$ cat src/rtl/pc_seq_pkg.sv
// rtl/pc_seq_pkg.sv - shared state encoding and defaults for the fetch PC sequencer
package pc_seq_pkg;

  typedef enum logic [1:0] {
    BOOT  = 2'd0,
    RUN   = 2'd1,
    FLUSH = 2'd2,
    HALT  = 2'd3
  } pc_state_e;

  localparam int          PC_WIDTH_DEF   = 32;
  localparam logic [31:0] RESET_PC_DEF   = 32'h4000_0000;
  // Low PC bits that must be zero for a 32-bit instruction fetch
  localparam logic [1:0]  ALIGN_LOW_MASK = 2'b11;

endpackage

$ cat src/rtl/pc_next_sel.sv
// rtl/pc_next_sel.sv - priority mux choosing the next fetch PC (trap > redirect > halt > stall > sequential)
module pc_next_sel
  import pc_seq_pkg::*;
#(
  parameter int PC_WIDTH = PC_WIDTH_DEF
) (
  input  pc_state_e             state,
  input  logic [PC_WIDTH-1:0]   pc,
  input  logic [PC_WIDTH-1:0]   pc_plus4,
  input  logic                  stall,
  input  logic                  halt,
  input  logic                  redirect_valid,
  input  logic [PC_WIDTH-1:0]   redirect_target,
  input  logic                  trap_valid,
  input  logic [PC_WIDTH-1:0]   trap_vector,
  output logic [PC_WIDTH-1:0]   next_pc,
  output logic                  accept,
  output logic                  misalign
);

  logic [PC_WIDTH-1:0] target;
  logic [PC_WIDTH-1:0] aligned;

  always_comb begin
    target   = trap_valid ? trap_vector : redirect_target;
    aligned  = {target[PC_WIDTH-1:2], target[1:0] & ~ALIGN_LOW_MASK};
    next_pc  = pc;
    accept   = 1'b0;
    case (state)
      RUN: begin
        if (trap_valid || redirect_valid) accept = 1'b1;
        else if (!halt && !stall)         next_pc = pc_plus4;
      end
      FLUSH: begin
        if (trap_valid || redirect_valid) accept = 1'b1;
        else                              next_pc = pc_plus4;
      end
      // Only a trap can pull the core out of HALT toward a new address
      HALT: begin
        if (trap_valid) accept = 1'b1;
      end
      default: ;
    endcase
    if (accept) next_pc = aligned;
    misalign = accept && (|target[1:0]);
  end

endmodule

$ cat src/rtl/pc_sequencer.sv
// rtl/pc_sequencer.sv - fetch PC owner: boot, sequential fetch, stall, redirect/trap flush, halt/resume
module pc_sequencer
  import pc_seq_pkg::*;
#(
  parameter int                  PC_WIDTH    = PC_WIDTH_DEF,
  parameter logic [PC_WIDTH-1:0] RESET_PC    = RESET_PC_DEF,
  parameter int                  BOOT_CYCLES = 2
) (
  input  logic                clk,
  input  logic                rst,
  input  logic                stall,
  input  logic                redirect_valid,
  input  logic [PC_WIDTH-1:0] redirect_target,
  input  logic                trap_valid,
  input  logic [PC_WIDTH-1:0] trap_vector,
  input  logic                halt,
  input  logic                resume,
  output logic [PC_WIDTH-1:0] pc,
  output logic [PC_WIDTH-1:0] pc_plus4,
  output logic                fetch_valid,
  output logic                flush,
  output logic                misalign_err,
  output logic [1:0]          state
);

  pc_state_e           state_q, state_d;
  logic [3:0]          boot_cnt;
  logic [PC_WIDTH-1:0] pc_q, next_pc;
  logic                mis_q;
  logic                accept, misalign;

  assign pc_plus4 = pc_q + PC_WIDTH'(4);

  pc_next_sel #(.PC_WIDTH(PC_WIDTH)) u_next_sel (
    .state           (state_q),
    .pc              (pc_q),
    .pc_plus4        (pc_plus4),
    .stall           (stall),
    .halt            (halt),
    .redirect_valid  (redirect_valid),
    .redirect_target (redirect_target),
    .trap_valid      (trap_valid),
    .trap_vector     (trap_vector),
    .next_pc         (next_pc),
    .accept          (accept),
    .misalign        (misalign)
  );

  always_comb begin
    state_d = state_q;
    case (state_q)
      BOOT:  if (boot_cnt == 4'(BOOT_CYCLES - 1)) state_d = RUN;
      RUN: begin
        if (accept)    state_d = FLUSH;
        else if (halt) state_d = HALT;
      end
      FLUSH: state_d = accept ? FLUSH : RUN;
      HALT: begin
        if (accept)      state_d = FLUSH;
        else if (resume) state_d = RUN;
      end
      default: state_d = BOOT;
    endcase
  end

  always_ff @(posedge clk or negedge rst) begin
    if (!rst) begin
      state_q  <= BOOT;
      boot_cnt <= 4'd0;
      pc_q     <= RESET_PC;
      mis_q    <= 1'b0;
    end else begin
      state_q  <= state_d;
      pc_q     <= next_pc;
      // Flag lives only for the FLUSH cycle that follows the offending accept
      mis_q    <= misalign;
      if (state_q == BOOT) boot_cnt <= boot_cnt + 4'd1;
    end
  end

  assign pc           = pc_q;
  assign fetch_valid  = (state_q == RUN) || (state_q == FLUSH);
  assign flush        = (state_q == FLUSH);
  assign misalign_err = mis_q;
  assign state        = state_q;

endmodule
$ cat config.mk
export PLATFORM = sky130hd
export DESIGN_NAME = pc_sequencer
export DESIGN_NICKNAME = d
export VERILOG_FILES = /design/src/rtl/pc_seq_pkg.sv /design/src/rtl/pc_next_sel.sv /design/src/rtl/pc_sequencer.sv
export SDC_FILE = /design/constraint.sdc
export NUM_CORES = 1
export LEC_CHECK = 0
export ABC_AREA = 1
export CORE_ASPECT_RATIO = 1.2
export CORE_UTILIZATION = 31
export CTS_CLUSTER_SIZE = 28
export DETAILED_ROUTE_END_ITERATION = 8
export GPL_TIMING_DRIVEN = 0
export PLACE_DENSITY_LB_ADDON = 0.05
export RECOVER_POWER = 100
export SLEW_MARGIN = 20
export SYNTH_ARGS = -nofsm -noshare
export SYNTH_HDL_FRONTEND = slang
export SYNTH_SLANG_ARGS = --single-unit
$ cat constraint.sdc
create_clock -name clk -period 1.75 [get_ports clk]
set_input_delay 0.35 -clock clk [delete_from_list [all_inputs] [get_ports clk]]
set_output_delay 0.35 -clock clk [all_outputs]
set_load 0.02 [all_outputs]
==> impl_metrics.toml, run 1 <==
[outcome]
status = "finished, violations left"
failed_checks = "setup timing"

[sta]
whs_ps = 477
max_slew_margin_pct = 52.4
worstMarginPinSlew_ps = 714
tns_ps = -19490
finalClockSkew_ps = 5.23
max_freq_ghz = 0.458
grt_setup_unrepaired = "true"
fin_crit_sh_pct = 125
setup_viol_count_final = 61
post-route-min-period_ps = 2180
setup_ws_ps = -432
hold_viol_final = 0
timing.final.max_slew_violations = 0

[yosys]
syn-instance-count = 533
synth.avg_cell_area_um2 = 6.16
synth_top_family_by_area = "simple AND/OR/NAND/NOR gates"
ys_seq_area_share_pct = 28.2
synthAdderAreaFrac_pct = 3.05
synth_compound_area_share_pct = 6.21
ys_types = 38
synth-simple-area-share_pct = 48.5
synth_xor_area_share_pct = 3.96
ys.flop_type = "dfrtp_1"
synth-async-reset-ratio_pct = 100
synth_edf_count = 0
synthMuxAreaShare_pct = 1.52
ys_ff_latch = 37
syn_area_mm2 = 0.00328
yosys_warnings = 0

[critical_path]
max_stage_delay_ps = 410
crit_fanout = 5
crit_path_end_kind = "output pin"
reg2reg_depth = 11
cp_slowest_cell = "dfrtp_2"
rrSetupSlack_ps = -370
r2r-start = "state[1]"
crit_required_ps = 1400
regToRegEndpoint = "pc[21]"
path_class = "flip-flop to output pin"
path_cells = "ha_4 -> nand2_4 -> nor2_4 -> nand2_4 -> nor2_4 -> buf_6 -> xor2_2 -> inv_1 -> buf_6"
cp.arrival_ps = 1830
cp-start-kind = "flip-flop"

[global_routing]
met3_usage_pct = 3.84
track_usage_pct = 23.3
grt_overflow = 0
grt_pass1_wl_um = 19500
grt_pass1_vias = 3956
grt_busiest_layer = "met2"
grtUsageMet1_pct = 27.6
antenna_found_initial = 0
grt_max_degree = 28
grtUsageMet2_pct = 43.2

[routing]
initialDrtViolationCount = 158
wl_per_cell_um = 15.5
avgViaCountPerCell = 4.75
routed_wl_um = 13600
vias = 4174
antenna_left = 0
first_pass_iters = 4
drc = 0

[placement]
dp.cells = 797
hpwl_um = 9110
place_congestion = 0.840
io_buffers = 134

[min_path]
hold_end = "boot_cnt[3]"
min-delay-start = "boot_cnt[3]"
hold_path.class = "flip-flop to flip-flop"
whs_path_depth = 1

[cells_and_area]
layout-area-overhead-vs-synth_pct = 94.6
final_core_util_pct = 62.9
final_common_cell = "nand2_1"
nFillCells = 908
final_cell_mix = "181 x nand2_1, 80 x clkdlybuf4s50_1, 52 x buf_6"
nNetsFinal = 831
layout-drive-gt1-share_pct = 37.8
diodes = 0
stdcell_count = 879

[die]
die_x_um = 95.9
io_pins = 140
dieArea_mm2 = 0.0110
rows = 40
die_h_um = 115
start_util_pct = 32.3
core_area_mm2 = 0.0102

[power_and_ir_drop]
power_uw = 13700
leakage_uw = 0.00302
p_per_area_mw_per_mm2 = 2150
peakVddDrop_mv = 1.25

[clock_network]
cts.clk_slew.worst_paths_ps = 60
cts_max_level = 2
cts.sinks = 37
cts_tree = "done"
cts_buffers = 5
clock_path_buffers = 2
root_buffer = "clkbuf_16"
insertion_delay_ps = 280

[run]
cap_violations = 0
==> flip-flops by register name, summed over array words and instances (netlist names) <==
signal	cells
pc	30
misalign_err	1
state	2
boot_cnt	4
==> per-stage QoR <==
step | worst slack [ps] | area, um^2
CTS | -408 | 5570
global route | -502 | 6390
detailed placement | -709 | 4830
finish | -432 | 6390
global placement | -923 | 4810
floorplan | 4.20 | 3310
==> where the power goes <==
part	switching, uW	internal, uW
Combinational	5880	5010
Sequential	601	1360
Clock	375	524
==> layout make-up <==
cell class / instances / area, um^2 / share of cell area [%]
inverter: 37 / 163 / 2.55
timing repair inverter: 1 / 11.3 / 0.176
clock buffer: 6 / 129 / 2.02
buffer: 21 / 199 / 3.11
multi-input combinational: 442 / 2760 / 43.3
tap: 126 / 158 / 2.47
timing repair buffer: 207 / 2010 / 31.5
sequential: 37 / 940 / 14.7
clock inverter: 2 / 10.0 / 0.157
==> layer usage <==
layer	share of wire, %	wire length [um]
met1	39	5370
met2	54	7360
met4	1.5	206
met5	0	0
met3	4.9	666
==> what timing repair did <==
item / 4_1_cts / 5_1_grt
setup endpoints to repair: 64 / 66
gates resized for setup: 251 / 185
cloned: 0 / 7
pin swaps: 15 / 48
hold buffers: 1 / 0
endpoints found under the hold margin: 9 / 0
setup buffers: 44 / 27
==> Yosys cell counts (2+ instances only) <==
cell      number  area, um^2
dfrtp_1       36         901
inv_1         33         124
xnor2_1        6        52.6
nor2_4         5        56.3
ha_1           8         100
o21ai_2        2        17.5
buf_2         11        55.1
o211ai_1       3        22.5
nor3_1         4        20.0
nand3b_1      11        82.6
nor2_1        80         300
o21ai_1        6        30.0
buf_4          5        37.5
and2_1         4        25.0
mux2i_1        5        50.1
buf_6          3        33.8
a21oi_1       10        50.1
nand2_4        3        33.8
nand2_2        3        18.8
nand2_1      233         875
inv_2          2        7.51
nor2_2         5        31.3
nand3_1       24         120
xor2_1         7        61.3
o21ai_0       10        50.1
clkbuf_1       2        7.51
==> kinds of logic (layout without fill, tap and decap cells) <==
family / Yosys count / in the layout
mux: 5 / 5
xor+xnor: 14 / 14
fa+ha+maj: 8 / 8
compound gates: 35 / 35
flops: 37 / 37
buf+inv: 58 / 274
other cells: 1 / 4
simple gates: 375 / 376
==> critical path: cells and delay by family (launching register included) <==
kind / cells / cell delay (ps)
fa+ha+maj: 1 / 170
buf+inv: 3 / 330
xor+xnor: 1 / 160
simple gates: 4 / 480
flops: 1 / 410
==> how the worst max path moves through the flow <==
stage | to | slack (ps) | start | cells after the start
5_1_grt | pc_plus4[24] | -500 | pc[2] | 11
2_1_floorplan | pc_plus4[18] | 4 | pc[3] | 7
3_5_place_dp | pc_plus4[20] | -710 | pc[2] | 8
3_3_place_gp | pc[3] | -920 | rst | 1
6_report | pc_plus4[18] | -430 | pc[3] | 9
4_1_cts | pc_plus4[18] | -410 | pc[2] | 9
(Power assumes the default switching activity.)
==> run 2, diff against run 1 <==
Settings changed: CTS_CLUSTER_DIAMETER from default to 120.
==> results of run 2 <==
Final layout, timing and power as in run 1 (identical DEF).
==> run 3, diff against run 2 <==
--- a/config.mk
+++ b/config.mk
@@ -7,6 +7,8 @@
 export LEC_CHECK = 0
 export ABC_AREA = 1
+export CELL_PAD_IN_SITES_DETAIL_PLACEMENT = 1
+export CELL_PAD_IN_SITES_GLOBAL_PLACEMENT = 1
 export CORE_ASPECT_RATIO = 1.2
-export CORE_UTILIZATION = 31
+export CORE_UTILIZATION = 29
 export CTS_CLUSTER_DIAMETER = 120
 export CTS_CLUSTER_SIZE = 28
==> constraint.sdc (replaced) <==
create_clock -name clk -period 1.75 [get_ports clk]
set_input_delay 0.4375 -clock clk [delete_from_list [all_inputs] [get_ports clk]]
set_output_delay 0.4375 -clock clk [all_outputs]
set_load 0.02 [all_outputs]
==> impl_metrics.toml, run 3 (synthesized netlist as in run 1, its figures left out) <==
[die]
io_pins = 140
die_x_um = 99.1
dieArea_mm2 = 0.0118
start_util_pct = 29.8
core_area_mm2 = 0.0110
die_h_um = 119
rows = 42

[routing]
vias = 4342
avgViaCountPerCell = 4.95
wl_per_cell_um = 18.1
antenna_left = 0
first_pass_iters = 4
drc = 0
initialDrtViolationCount = 143
routed_wl_um = 15900

[outcome]
status = "finished, violations left"
failed_checks = "setup timing"

[placement]
place_congestion = 0.816
pre_cts_slack_ps = -738
hpwl_um = 10200
io_buffers = 134
dp.cells = 803

[cells_and_area]
nNetsFinal = 824
layout-drive-gt1-share_pct = 38.1
final_common_cell = "nand2_1"
final_cell_mix = "190 x nand2_1, 69 x clkdlybuf4s50_1, 57 x buf_4"
layout-area-overhead-vs-synth_pct = 92.4
stdcell_count = 878
nFillCells = 1388
diodes = 0
largest_reg_flops = 30

[critical_path]
path_cells = "ha_4 -> nand2_4 -> nor2_4 -> nand2_4 -> nor2_4 -> nand2_1 -> nand2_1 -> nand2_2 -> buf_6"
cp_slowest_cell = "dfrtp_2"
crit_path_end_kind = "output pin"
r2r-start = "state[0]"
cp-start-kind = "flip-flop"
crit_fanout = 5
cp.arrival_ps = 1890
regToRegEndpoint = "pc[3]"
rrSetupSlack_ps = -360
crit_required_ps = 1310
path_class = "flip-flop to output pin"
reg2reg_depth = 13
max_stage_delay_ps = 410

[sta]
setup_ws_ps = -579
max_freq_ghz = 0.429
finalClockSkew_ps = 4.21
tns_ps = -22450
worstMarginPinSlew_ps = 746
grt_setup_unrepaired = "true"
max_slew_margin_pct = 50.2
timing.final.max_slew_violations = 0
hold_viol_final = 0
fin_crit_sh_pct = 133
post-route-min-period_ps = 2330
setup_viol_count_final = 62

[power_and_ir_drop]
peakVddDrop_mv = 1.30
p_per_area_mw_per_mm2 = 2300
leakage_uw = 0.00306

[clock_network]
clock_path_buffers = 2
insertion_delay_ps = 290
cts.sinks = 37
root_buffer = "clkbuf_16"
cts_max_level = 2
cts.clk_slew.worst_paths_ps = 60
cts_buffers = 5
cts_tree = "done"

[min_path]
hold_path.class = "input port to asynchronous set/reset pin"

[global_routing]
antenna_found_initial = 0
grt_pass1_vias = 4656
grt_overflow = 0
track_usage_pct = 26.3
grt_max_degree = 27
grt_pass1_wl_um = 24000

[run]
cap_violations = 0
## run 3: cell count changes in the layout (fill, tap and decap cells not counted), moves of 6 or more
cell             before  now
clkbuf_1             15    6
clkdlybuf4s50_1      80   69
dlygate4sd2_1        14   30
buf_2                 5   11
nand2_1             181  190
buf_4                47   57
nand2_2              46   36
buf_6                52   28
## run 3: report_power, final
part / internal (uW) / total (uW) / switching (uW) / leakage [uW]
sequential: 1370 / 1960 / 591 / 0.000434
clock: 525 / 914 / 389 / 0.0000706
combinational: 5180 / 11700 / 6480 / 0.00256
total: 7080 / 14500 / 7460 / 0.00306
## run 3: worst max-delay path by stage
stage / startpoint / to / slack [ps] / depth (start not counted)
finish: pc[2] / pc_plus4[20] / -580 / 9
global route: pc[2] / pc_plus4[20] / -630 / 9
CTS: pc[3] / pc_plus4[24] / -520 / 8
detailed placement: pc[2] / pc_plus4[20] / -740 / 8
global placement: rst / pc[3] / -1040 / 1
floorplan: pc[2] / pc_plus4[21] / -50 / 6
## run 3: metrics by stage
stage	hold WS (ps)	area (um^2)	total power (uW)	utilization, %
2_1_floorplan	142	3380	6410	-
3_3_place_gp	462	4890	9220	44.3
3_5_place_dp	357	4900	9420	44.4
4_1_cts	54.9	6070	13500	55.0
5_1_grt	227	6320	15400	57.2
6_report	180	6320	14500	57.2
## run 3: critical path: cells and delay by family, from the launching register on
kind	cells	cell delay, ps
simple gates	7	890
flops	1	410
fa+ha+maj	1	160
buf+inv	1	130
## run 3: what timing repair did
action	4_1_cts	5_1_grt
setup endpoints to repair	93	65
endpoints found under the hold margin	0	0
gates resized for setup	330	82
pin swaps	39	40
hold buffers	0	0
buffers inserted	58	17
gates cloned	6	1
## run 3: area by class of cell
cell class,instances,area (um^2),area share [%]
well taps,132,165,2.61
multi-input cells,443,2790,44.2
inverters,37,160,2.54
plain buffers,20,191,3.03
flip-flops and latches,37,943,14.9
clock buffers,6,129,2.04
clock inverters,2,10.0,0.158
repair buffers,201,1930,30.5
## run 3: layer usage
metal,global-route usage (%),vias up,wire (um)
li1,-,2070,-
met1,30.3,2130,6240
met2,49.2,117,8720
met3,3.08,25,538
met4,10.0,0,380
met5,0,-,0
